===== src/rtl/siso_pkg.sv =====
// Shared constants and helpers for the SISO decoder front end: default LLR
// width, default block length, step counter sizing and saturation limits.
package siso_pkg;

  localparam int LLR_W_DEFAULT   = 16;
  localparam int BLK_LEN_DEFAULT = 64;

  localparam logic signed [LLR_W_DEFAULT-1:0] LLR_SAT_MAX = 16'sh7fff;
  localparam logic signed [LLR_W_DEFAULT-1:0] LLR_SAT_MIN = 16'sh8000;

  // A block of two steps still needs one counter bit.
  function automatic int cnt_width(input int blk_len);
    return (blk_len > 2) ? $clog2(blk_len) : 1;
  endfunction

endpackage


===== src/rtl/branch_metric_calc_if.sv =====
// Valid/ready stream bundle between the LLR source, the branch metric stage
// and the max-selection stage; slave is the branch metric calculator's view.
interface branch_metric_calc_if
  import siso_pkg::*;
#(
  parameter int DWIDTH = LLR_W_DEFAULT,
  parameter int CNT_W  = cnt_width(BLK_LEN_DEFAULT)
);

  logic              s_valid;
  logic              s_ready;
  logic [DWIDTH-1:0] s_sys;
  logic [DWIDTH-1:0] s_par;
  logic [DWIDTH-1:0] s_apr;
  logic              s_last;

  logic              m_valid;
  logic              m_ready;
  logic [DWIDTH-1:0] m_gamma_p;
  logic [DWIDTH-1:0] m_gamma_n;
  logic              m_last;
  logic [CNT_W-1:0]  m_step;
  logic              o_frame_err;

  modport slave (
    input  s_valid, s_sys, s_par, s_apr, s_last, m_ready,
    output s_ready, m_valid, m_gamma_p, m_gamma_n, m_last, m_step, o_frame_err
  );

  modport master (
    output s_valid, s_sys, s_par, s_apr, s_last, m_ready,
    input  s_ready, m_valid, m_gamma_p, m_gamma_n, m_last, m_step, o_frame_err
  );

endinterface


===== src/rtl/llr_narrow.sv =====
// Narrows a DWIDTH+2 metric to DWIDTH bits: saturating when
// BRANCH_METRIC_SAT_EN is defined, otherwise keeping the low bits (wrap).
module llr_narrow #(
  parameter int DWIDTH = 16
) (
  input  logic [DWIDTH+1:0] din,
  output logic [DWIDTH-1:0] dout
);

`ifdef BRANCH_METRIC_SAT_EN
  logic overflow;

  // The value fits only when the top three bits are all equal.
  assign overflow = !(&din[DWIDTH+1:DWIDTH-1]) && (|din[DWIDTH+1:DWIDTH-1]);
  assign dout     = overflow ? {din[DWIDTH+1], {(DWIDTH-1){!din[DWIDTH+1]}}}
                             : din[DWIDTH-1:0];
`else
  logic unused_hi;

  assign unused_hi = ^din[DWIDTH+1:DWIDTH];
  assign dout      = din[DWIDTH-1:0];
`endif

endmodule


===== src/rtl/branch_metric_calc.sv =====
// Branch metric stage: gamma_p = sys+apr+par, gamma_n = sys+apr-par over a
// 2-stage valid/ready pipeline with block framing. Option: BRANCH_METRIC_SAT_EN.
module branch_metric_calc
  import siso_pkg::*;
#(
  parameter int DWIDTH  = LLR_W_DEFAULT,
  parameter int BLK_LEN = BLK_LEN_DEFAULT,
  parameter int CNT_W   = cnt_width(BLK_LEN)
) (
  input  logic                 aclk,
  input  logic                 aresetn,
  branch_metric_calc_if.slave  bus
);

  localparam int              XW        = DWIDTH + 2;
  localparam logic [CNT_W-1:0] LAST_STEP = CNT_W'(BLK_LEN - 1);

  logic             st1_valid;
  logic [XW-1:0]    st1_sa;
  logic [XW-1:0]    st1_par;
  logic [CNT_W-1:0] st1_step;
  logic             st1_last;
  logic [CNT_W-1:0] step_cnt;

  logic             st2_ready;
  logic             accept;
  logic             advance;
  logic             at_end;
  logic             beat_last;
  logic             frame_mismatch;

  logic [XW-1:0]     gp_wide;
  logic [XW-1:0]     gn_wide;
  logic [DWIDTH-1:0] gp_narrow;
  logic [DWIDTH-1:0] gn_narrow;

  assign st2_ready      = !bus.m_valid || bus.m_ready;
  assign bus.s_ready    = aresetn && (!st1_valid || st2_ready);
  assign accept         = bus.s_valid && bus.s_ready;
  assign advance        = st1_valid && st2_ready;

  // A beat closes the block either on the counter or on an early s_last.
  assign at_end         = (step_cnt == LAST_STEP);
  assign beat_last      = at_end || bus.s_last;
  assign frame_mismatch = at_end ^ bus.s_last;

  always_ff @(posedge aclk) begin
    if (!aresetn) begin
      st1_valid       <= 1'b0;
      st1_sa          <= '0;
      st1_par         <= '0;
      st1_step        <= '0;
      st1_last        <= 1'b0;
      step_cnt        <= '0;
      bus.o_frame_err <= 1'b0;
    end else begin
      bus.o_frame_err <= accept && frame_mismatch;
      if (accept) begin
        st1_valid <= 1'b1;
        st1_sa    <= {{2{bus.s_sys[DWIDTH-1]}}, bus.s_sys}
                   + {{2{bus.s_apr[DWIDTH-1]}}, bus.s_apr};
        st1_par   <= {{2{bus.s_par[DWIDTH-1]}}, bus.s_par};
        st1_step  <= step_cnt;
        st1_last  <= beat_last;
        step_cnt  <= beat_last ? '0 : step_cnt + 1'b1;
      end else if (advance) begin
        st1_valid <= 1'b0;
      end
    end
  end

  assign gp_wide = st1_sa + st1_par;
  assign gn_wide = st1_sa - st1_par;

  llr_narrow #(.DWIDTH(DWIDTH)) u_narrow_p (.din(gp_wide), .dout(gp_narrow));
  llr_narrow #(.DWIDTH(DWIDTH)) u_narrow_n (.din(gn_wide), .dout(gn_narrow));

  // Output registers only move when downstream can take a beat.
  always_ff @(posedge aclk) begin
    if (!aresetn) begin
      bus.m_valid   <= 1'b0;
      bus.m_gamma_p <= '0;
      bus.m_gamma_n <= '0;
      bus.m_last    <= 1'b0;
      bus.m_step    <= '0;
    end else if (st2_ready) begin
      bus.m_valid <= st1_valid;
      if (st1_valid) begin
        bus.m_gamma_p <= gp_narrow;
        bus.m_gamma_n <= gn_narrow;
        bus.m_last    <= st1_last;
        bus.m_step    <= st1_step;
      end
    end
  end

endmodule


===== src/flat_wrapper.sv =====
// flat-port wrapper written by rule: the top's interface ports become plain ports
module branch_metric_calc_flat import siso_pkg::*;
#(
  parameter int DWIDTH  = LLR_W_DEFAULT,
  parameter int BLK_LEN = BLK_LEN_DEFAULT,
  parameter int CNT_W   = cnt_width(BLK_LEN)
)
  (aclk, aresetn, bus_s_valid, bus_s_sys, bus_s_par, bus_s_apr, bus_s_last, bus_m_ready, bus_s_ready, bus_m_valid, bus_m_gamma_p, bus_m_gamma_n, bus_m_last, bus_m_step, bus_o_frame_err);
  branch_metric_calc_if #(.DWIDTH(DWIDTH), .CNT_W(CNT_W)) bus_i ();
  input  logic aclk;
  input  logic aresetn;
  input wire logic [$bits(bus_i.s_valid)-1:0] bus_s_valid;
  input wire logic [$bits(bus_i.s_sys)-1:0] bus_s_sys;
  input wire logic [$bits(bus_i.s_par)-1:0] bus_s_par;
  input wire logic [$bits(bus_i.s_apr)-1:0] bus_s_apr;
  input wire logic [$bits(bus_i.s_last)-1:0] bus_s_last;
  input wire logic [$bits(bus_i.m_ready)-1:0] bus_m_ready;
  output wire logic [$bits(bus_i.s_ready)-1:0] bus_s_ready;
  output wire logic [$bits(bus_i.m_valid)-1:0] bus_m_valid;
  output wire logic [$bits(bus_i.m_gamma_p)-1:0] bus_m_gamma_p;
  output wire logic [$bits(bus_i.m_gamma_n)-1:0] bus_m_gamma_n;
  output wire logic [$bits(bus_i.m_last)-1:0] bus_m_last;
  output wire logic [$bits(bus_i.m_step)-1:0] bus_m_step;
  output wire logic [$bits(bus_i.o_frame_err)-1:0] bus_o_frame_err;
  assign bus_i.s_valid = bus_s_valid;
  assign bus_i.s_sys = bus_s_sys;
  assign bus_i.s_par = bus_s_par;
  assign bus_i.s_apr = bus_s_apr;
  assign bus_i.s_last = bus_s_last;
  assign bus_i.m_ready = bus_m_ready;
  assign bus_s_ready = bus_i.s_ready;
  assign bus_m_valid = bus_i.m_valid;
  assign bus_m_gamma_p = bus_i.m_gamma_p;
  assign bus_m_gamma_n = bus_i.m_gamma_n;
  assign bus_m_last = bus_i.m_last;
  assign bus_m_step = bus_i.m_step;
  assign bus_o_frame_err = bus_i.o_frame_err;
  branch_metric_calc #(.DWIDTH(DWIDTH), .BLK_LEN(BLK_LEN), .CNT_W(CNT_W)) u_core (.aclk(aclk), .aresetn(aresetn), .bus(bus_i));
endmodule

===== config.mk =====
export PLATFORM = sky130hd
export DESIGN_NAME = branch_metric_calc_flat
export DESIGN_NICKNAME = d
export VERILOG_FILES = /design/src/rtl/siso_pkg.sv /design/src/rtl/branch_metric_calc_if.sv /design/src/rtl/llr_narrow.sv /design/src/rtl/branch_metric_calc.sv /design/src/flat_wrapper.sv
export SDC_FILE = /design/constraint.sdc
export NUM_CORES = 1
export LEC_CHECK = 0
export BUFFER_PORTS_ARGS = -buffer_cell sky130_fd_sc_hd__buf_2
export CORE_UTILIZATION = 62
export CTS_CLUSTER_DIAMETER = 60
export DETAILED_ROUTE_END_ITERATION = 8
export PLACE_DENSITY = 0.86
export SLEW_MARGIN = 10
export SYNTH_ARGS = -nofsm -noshare
export SYNTH_HDL_FRONTEND = slang
export SYNTH_HIERARCHICAL = 1
export SYNTH_SLANG_ARGS = --single-unit

===== constraint.sdc =====
create_clock -name aclk -period 7 [get_ports aclk]
set_input_delay 0.35 -clock aclk [delete_from_list [all_inputs] [get_ports aclk]]
set_output_delay 0.35 -clock aclk [all_outputs]
set_load 0.005 [all_outputs]

======== Word-level counts from Yosys, hierarchy flattened ========
Index checks and enable logic that the tools add are counted.
word-level totals
  flip-flop bits (word level) ............. 87
  input bits .............................. 53
  output and inout bits ................... 42
  word-level logic and storage cells ...... 32
cells by class
  add/sub/neg operators ................... 4
  equality and inequality tests ........... 1
  multiplexer cells ....................... 3
  bitwise gates (word level) .............. 1
  reduce and logical (&&, ||, !) cells .... 11
operators with widths
  operator                                                       count
  16-bit adder                                                   2
  16-bit subtractor                                              1
  6-bit by 1-bit adder with 6-bit output, second input constant  1
  6-bit equality test, second input constant                     1
  6-bit 2-to-1 mux                                               1
  1-bit logical AND                                              4
  1-bit logical OR                                               3
  1-bit zero test                                                2
  1-bit 2-to-1 mux                                               2
  2-bit AND reduction                                            1
  2-bit nonzero test                                             1
  1-bit bitwise XOR                                              1

======== Logic depth before layout (Yosys ltp) ========
Gate-level depths: netlist of run 1.
  depth in word-level cells ............... 6
  mapped depth ............................ 13
  depth with buffers taken out ............ 12

======== Modules after synthesis ========
Netlist of run 1, hierarchy kept.
modules (own cells, without submodules)
  module              times used  cells an instance  area each (µm²)  sequential area each (µm²)
  branch_metric_calc  1           710                5606.6           1761.7
  llr_narrow          2           16                 120.1            0.0

======== Worst setup path after synthesis of run 1 ========
OpenSTA, ideal clock, no wires.
  kind .................................... reg-to-reg
  start point ............................. register u_core.st1_sa[0]
  end point ............................... register u_core.bus.m_gamma_p[10]
  library setup time ...................... 0.116 ns
  data arrival time ....................... 2.376 ns
  required time ........................... 6.884 ns
  path slack .............................. 4.508 ns
  cell stages (with the launch flop) ...... 12
  buffers on the path ..................... 1
  clock period less this slack ............ 2.492 ns
  cell sequence ........................... dfxtp_1 ha_1 fa_1 nor2b_1 o311ai_2 a21oi_1 a21bo_1 a2111o_1 o311a_1 buf_4 nand2_1 a21boi_1
between the ends
  longest elaborated chain between the ends .. 1
ends and longest elaborated chain
  what                      line                         source
  start: declaration        branch_metric_calc.sv:19     logic [XW-1:0] st1_sa;
  start signal: assignment  branch_metric_calc.sv:60     st1_sa <= {{2{bus.s_sys[DWIDTH-1]}}, bus.s_sys}
  16-bit adder              branch_metric_calc.sv:72     assign gp_wide = st1_sa + st1_par;
  net u_core.gp_wide[10]    branch_metric_calc.sv:32     logic [XW-1:0] gp_wide;
  end signal: assignment    branch_metric_calc.sv:89     bus.m_gamma_p <= gp_narrow;
  end: declaration          branch_metric_calc_if.sv:27  output s_ready, m_valid, m_gamma_p, m_gamma_n, m_last, m_step, o_frame_err
The timed path passes the listed nets, and every way through them passes these cells.
A chain may end at the register's enable or synchronous reset.

======== Final worst setup path of run 1 ========
  start point ............................. register u_core.st1_sa[0]
  end point ............................... register u_core.bus.m_gamma_n[10]
between the ends
  longest elaborated chain between the ends .. 1
ends and longest elaborated chain
  what                    line                         source
  16-bit subtractor       branch_metric_calc.sv:73     assign gn_wide = st1_sa - st1_par;
  net u_core.gn_wide[10]  branch_metric_calc.sv:33     logic [XW-1:0] gn_wide;
  end signal: assignment  branch_metric_calc.sv:90     bus.m_gamma_n <= gn_narrow;
  end: declaration        branch_metric_calc_if.sv:27
The timed path passes the listed nets, and every way through them passes these cells.

==> flow_summary.toml, run 1 <==
[status]
status = "finished, final reports clean"

[cells_and_area]
drive_above_1_share = 0.1810
antenna_cells = 0
area_growth_pct = 7.558
layout.nets = 846
fillerInstances = 745

[power_and_ir_drop]
internal_power_uw = 857.0
p_sw_frac = 0.3490
vdd.ir_drop.worst_mv = 0.09155
power_frac_comb = 0.315
p_leak_uw = 0.002789
power.density_nw_per_um2 = 219.4
switchingPower_uw = 459.5
p_clk_frac = 0.259
p_seq_frac = 0.426

[sta]
maxSlewHeadroom = 0.2896
fin_crit_sh = 0.3720
slew_violations = 0
rsz0062_at_grt = "false"
layout_setup_ws_ns = 4.396
hold_viol = 0
fin_tns_setup_ns = 0
setup_viol = 0
fmax_ghz = 0.3840
period_needed_ns = 2.604
worstMarginPinSlew_ns = 1.066
skew_ns = 0.01219

[synth]
synthCells = 704
syn_nets = 809
ys_warn_count = 6
synth_area_sq_um = 5579
avgSynthCellArea_sq_um = 7.925

[grt]
antenna_found_initial = 0
met3_usage = 0.03468
grt_pass1_vias = 4325
grt_max_degree = 87
grt_usage = 0.2455
busiest_layer = "met2"
grt-ovfl-total = 0
grt_pass1_wl_um = 19410
use_met2 = 0.3873
groute.layer.met1.usage = 0.3415

[route]
drc = 0
ant_nets = 0
post_drt_wl_per_cell_um = 13.13
vias = 4697
via_per_inst = 5.500
detail_route.iter0.violations = 215
wl_um = 11210
firstDrtPassIters = 4

[floorplan]
num_rows = 34
die_h_um = 96.86
core-area_sq_um = 8721
dieWidth_um = 96.86
ios = 95
dieArea_sq_um = 9382
initial_utilization = 0.6397

[place]
io_buffers = 94
place_congestion = 0.8802
dp_hpwl_um = 8556
pre_cts_ws_ns = 4.176

[clock_tree]
cts_num_sinks = 87
htreeDepth = 3
cts_setup_buffers = 0
cts.path.max_buffers = 2
cts_tree = "built"
cts-hold-fix-buffers = 0
path_clk_slew_ns = 0.09
post_cts_resized = 0
worstSkewPairLatency_ns = 0.37
cts-root-buf = "clkbuf_8"
cts_made_buffers = 9

[setup_path]
required_ns = 7.30
path_max_fanout = 3
path_cells = "inv_1 > ha_1 > inv_1 > fa_1 > a21oi_2 > o2111ai_1 > a211o_1 > a31o_1 > a21oi_1 > xnor2_1 > nand2_1 > a21boi_1"
ff2ff_setup_slack_ns = 4.40
cp_slowest_cell = "fa_1"
critPathLaunchType = "register"
slowest_delay_ns = 0.41
worst_setup_path_end_kind = "register"
crit_top_cell = "inv_1"
critPathKind = "register to register"
arrival_ns = 2.90

[worst_hold_path]
hold_path_class = "input port to register"

[run]
max-cap-violations = 0
-- power groups by stage --
stage | Sequential (uW) | Combinational [uW] | Clock [uW]
floorplan | 568 | 409 | 0
global placement | 570 | 402 | 0
detailed placement | 572 | 409 | 0
CTS | 561 | 412 | 347
global route | 567 | 464 | 366
finish | 561 | 415 | 341
-- sequential cells by signal, summed over array words and instances, names as in the netlist --
signal	flops
u_core/bus.m_step	6
u_core/st1_step	6
u_core/step_cnt	6
u_core/st1_par	16
u_core/bus.m_gamma_p	16
u_core/st1_sa	16
u_core/bus.o_frame_err	1
u_core/bus.m_last	1
u_core/bus.m_gamma_n	16
u_core/st1_valid	1
u_core/bus.m_valid	1
u_core/st1_last	1
-- worst max-delay path: cells and delay by family (launching register included) --
family                     cells  cell delay (ns)
AOI/OAI and AO/OA              6             1.31
xor gates and xnor gates       1             0.14
adders and majority gates      2             0.57
buffers and inverters          2             0.11
DFF                            1             0.34
and+or+nand+nor                1             0.07
-- placed cells by master, fill, tap and decap left out, types with 5 or more instances in the layout --
cell and n:
nand3_1 45, buf_2 94, nand2b_1 5, nor2_1 26, nand2_1 145, a21boi_1 43, o21ai_0 6, nand4_1 5
a21o_1 6, o21ai_1 22, ha_1 49, a21oi_1 39, dfxtp_1 87, nor2b_1 7, xor2_1 16, clkbuf_8 9
inv_1 29, and2_1 6, o21a_1 6, inv_2 5, xnor2_1 26
-- stage by stage --
stage	hold WS (ns)	total power [uW]	util	cells	instance area [sq um]
floorplan	0.4310	977.1	-	704	5579
global placement	0.4388	971.4	0.6657	838	5806
detailed placement	0.4418	981.9	0.6657	838	5806
CTS	0.1571	1320	0.6881	854	6001
global route	0.1610	1398	0.6881	854	6001
finish	0.1681	1317	0.6881	854	6001
-- cell type report --
class | count | area, sq um | area share
repair buffers | 97 | 493.0 | 0.08215
clock inverters | 7 | 71.32 | 0.01188
well taps | 108 | 135.1 | 0.02252
flip-flops and latches | 87 | 1742 | 0.2902
multi-input cells | 512 | 3308 | 0.5513
inverters | 34 | 127.6 | 0.02127
clock buffers | 9 | 123.9 | 0.02064
-- routing by layer --
layer	wire length, um	vias up
met5	0	-
met4	153	0
met3	401	14
met2	4976	112
met1	5681	2151
li1	-	2420
-- final timing paths --
| check | depth (start not counted) | from | to |
|---|---|---|---|
| min reg2reg | 2 | u_core/bus.m_gamma_n[8]$_SDFFE_PN0P_ | u_core/bus.m_gamma_n[8]$_SDFFE_PN0P_ |
| min | 3 | bus_s_par[15] | u_core/st1_par[15]$_SDFFE_PN0P_ |
| max reg2reg | 12 | u_core/st1_sa[0]$_SDFFE_PN0P_ | u_core/bus.m_gamma_n[10]$_SDFFE_PN0P_ |
| max | 12 | u_core/st1_sa[0]$_SDFFE_PN0P_ | u_core/bus.m_gamma_n[10]$_SDFFE_PN0P_ |
Note: power is estimated with default switching activity, not from simulation.
==> run 2, diff against run 1 <==
--- a/config.mk
+++ b/config.mk
@@ -6,10 +6,10 @@
 export NUM_CORES = 1
 export LEC_CHECK = 0
 export BUFFER_PORTS_ARGS = -buffer_cell sky130_fd_sc_hd__buf_2
-export CORE_UTILIZATION = 62
+export CORE_UTILIZATION = 52
 export CTS_CLUSTER_DIAMETER = 60
 export DETAILED_ROUTE_END_ITERATION = 8
-export PLACE_DENSITY = 0.86
+export PLACE_DENSITY = 0.77
 export SLEW_MARGIN = 10
 export SYNTH_ARGS = -nofsm -noshare
 export SYNTH_HDL_FRONTEND = slang
==> constraint.sdc (replaced) <==
create_clock -name aclk -period 2.1 [get_ports aclk]
set_input_delay 0.105 -clock aclk [delete_from_list [all_inputs] [get_ports aclk]]
set_output_delay 0.105 -clock aclk [all_outputs]
set_load 0.005 [all_outputs]
==> run 2 against run 1 <==
The run now ends with negative setup slack left. Clock power grew to 3.3 times the previous value. Sequential power grew to 3.4 times the previous value. Global-route usage shrank 0.81 points. Die area grew 19%. Clock-buffer cell count is the same. Final area grew 16%. Non-clock buffer count grew 69. Sequential cell count is the same. First-iteration DRC count grew 35%. Hold slack lost 0.16 ns. Core utilization shrank 1.8 points. Routed wire length grew 23%. Highest routed layer unchanged.
==> flow_summary.toml, run 2 (synthesis results as in run 1) <==
[status]
status = "complete, but fails checks"
failed_checks = "negative setup slack"

[place]
dp_hpwl_um = 9172
place_congestion = 0.9120
detailed_place.area_sq_um = 6237
io_buffers = 94

[clock_tree]
cts_tree = "built"
cts.path.max_buffers = 2
cts-root-buf = "clkbuf_8"
cts_num_sinks = 87
cts_made_buffers = 9
path_clk_slew_ns = 0.09
worstSkewPairLatency_ns = 0.37
htreeDepth = 3

[setup_path]
path_max_fanout = 3
path_cells = "ha_4 > fa_2 > nor2b_4 > o311ai_4 > a21oi_2 > a21bo_1 > a2111o_1 > o311a_1 > nand2_1 > a21boi_1"
required_ns = 2.36
critPathKind = "register to register"
cp_slowest_cell = "dfxtp_4"
worst_setup_path_end_kind = "register"
slowest_delay_ns = 0.38
critPathLaunchType = "register"
arrival_ns = 2.66

[power_and_ir_drop]
power.density_nw_per_um2 = 712.5
vdd.ir_drop.worst_mv = 0.3268
p_leak_uw = 0.003174
total_power_uw = 4953

[cells_and_area]
layout.nets = 915
area_growth_pct = 24.58
fin_area_sq_um = 6950
final_common_cell = "nand2_1"
postLayoutCoreUtil = 0.6702
drive_above_1_share = 0.2936
final_cell_mix = "144 x nand2_1, 94 x buf_2, 75 x dfxtp_1"
antenna_cells = 0

[sta]
rsz0062_at_grt = "true"
setup_viol = 17
maxSlewHeadroom = 0.5246
skew_ns = 0.007079
fin_crit_sh = 1.144
slew_violations = 0
worstMarginPinSlew_ns = 0.7131
period_needed_ns = 2.403
timing.hold.ws_ns = 0.007078
fin_tns_setup_ns = -2.131
layout_setup_ws_ns = -0.3033
hold_viol = 0
fmax_ghz = 0.4161

[grt]
antenna_found_initial = 0
grt_usage = 0.2374
grt-ovfl-total = 0
grt_pass1_wl_um = 21530
grt_max_degree = 85
grt_pass1_vias = 4697

[floorplan]
die_h_um = 105.6
ios = 95
dieWidth_um = 105.6
num_rows = 37
core-area_sq_um = 10370
dieArea_sq_um = 11150
initial_utilization = 0.5380

[route]
firstDrtPassIters = 5
ant_nets = 0
drc = 0
post_drt_wl_per_cell_um = 14.55
wl_um = 13820
vias = 5143
via_per_inst = 5.414
detail_route.iter0.violations = 291

[worst_hold_path]
hold_path_class = "input port to register"

[run]
max-cap-violations = 0
[run 2: cell count changes in the layout (fill, tap and decap cells not counted), moves of 4 or more]
| cell | previous run | this run |
|---|---|---|
| dfxtp_1 | 87 | 75 |
| xnor2_2 | 0 | 5 |
| ha_1 | 49 | 37 |
| a21oi_1 | 39 | 34 |
| buf_4 | 3 | 49 |
| xnor2_1 | 26 | 21 |
| dlygate4sd3_1 | 0 | 16 |
| dfxtp_2 | 0 | 9 |
| inv_8 | 4 | 0 |
| buf_6 | 0 | 5 |
| inv_1 | 29 | 24 |
| ha_4 | 0 | 9 |
[run 2: worst paths after layout]
| path | start | to | slack, ns | cells after the start |
|---|---|---|---|---|
| setup / recovery | u_core/st1_sa[0]$_SDFFE_PN0P_ | u_core/bus.m_gamma_p[10]$_SDFFE_PN0P_ | -0.30 | 10 |
| hold / removal | bus_s_valid | u_core/st1_valid$_SDFFE_PN0P_ | 0.007 | 3 |
| setup reg to reg | u_core/st1_sa[0]$_SDFFE_PN0P_ | u_core/bus.m_gamma_p[10]$_SDFFE_PN0P_ | -0.30 | 10 |
| hold reg to reg | u_core/bus.m_gamma_p[11]$_SDFFE_PN0P_ | u_core/bus.m_gamma_p[11]$_SDFFE_PN0P_ | 0.45 | 2 |
[run 2: power by group]
group	leakage [uW]	switching [uW]	total, uW	internal [uW]
combinational	0.00236	980	1930	950
clock	0.0000953	596	1140	541
sequential	0.000717	104	1890	1780
[run 2: timing repair]
action | CTS | global route
resized for setup | 29 | 38
pin swaps | 10 | 28
endpoints found under the hold margin | 16 | 0
hold buffers | 16 | 0
setup buffers | 2 | 8
setup endpoints to repair | 15 | 18
[run 2: stage by stage]
step / setup WS, ns / instances
2_1_floorplan: -0.2523 / 704
3_3_place_gp: -0.1862 / 910
4_1_cts: -0.2279 / 943
6_report: -0.3033 / 950
3_5_place_dp: -0.2558 / 910
5_1_grt: -0.4051 / 950
[run 2: metal layers]
| metal | vias to the layer above | track usage | part of all wire | routed length (um) |
|---|---|---|---|---|
| met4 | 0 | 0.08135 | 0.028 | 387 |
| met2 | 210 | 0.3830 | 0.46 | 6382 |
| met1 | 2337 | 0.3200 | 0.45 | 6227 |
| met5 | - | 0 | 0 | 0 |
| li1 | 2554 | - | - | - |
| met3 | 42 | 0.04143 | 0.060 | 823 |
[run 2: area by class of cell]
class                   count  area, sq um
repair buffers            166         1095
multi-input cells         512         3603
clock buffers               9        123.9
clock inverters             6        61.31
fillers                   830         3420
flip-flops and latches     87         1764
inverters                  34        132.6
well taps                 136        170.2
[run 2: critical path, delay by kind of cell (launching register included)]
kind	cells	cell delay, ns
DFF	1	0.38
AOI/OAI and AO/OA	6	1.15
adders and majority gates	2	0.52
and+or+nand+nor	2	0.23
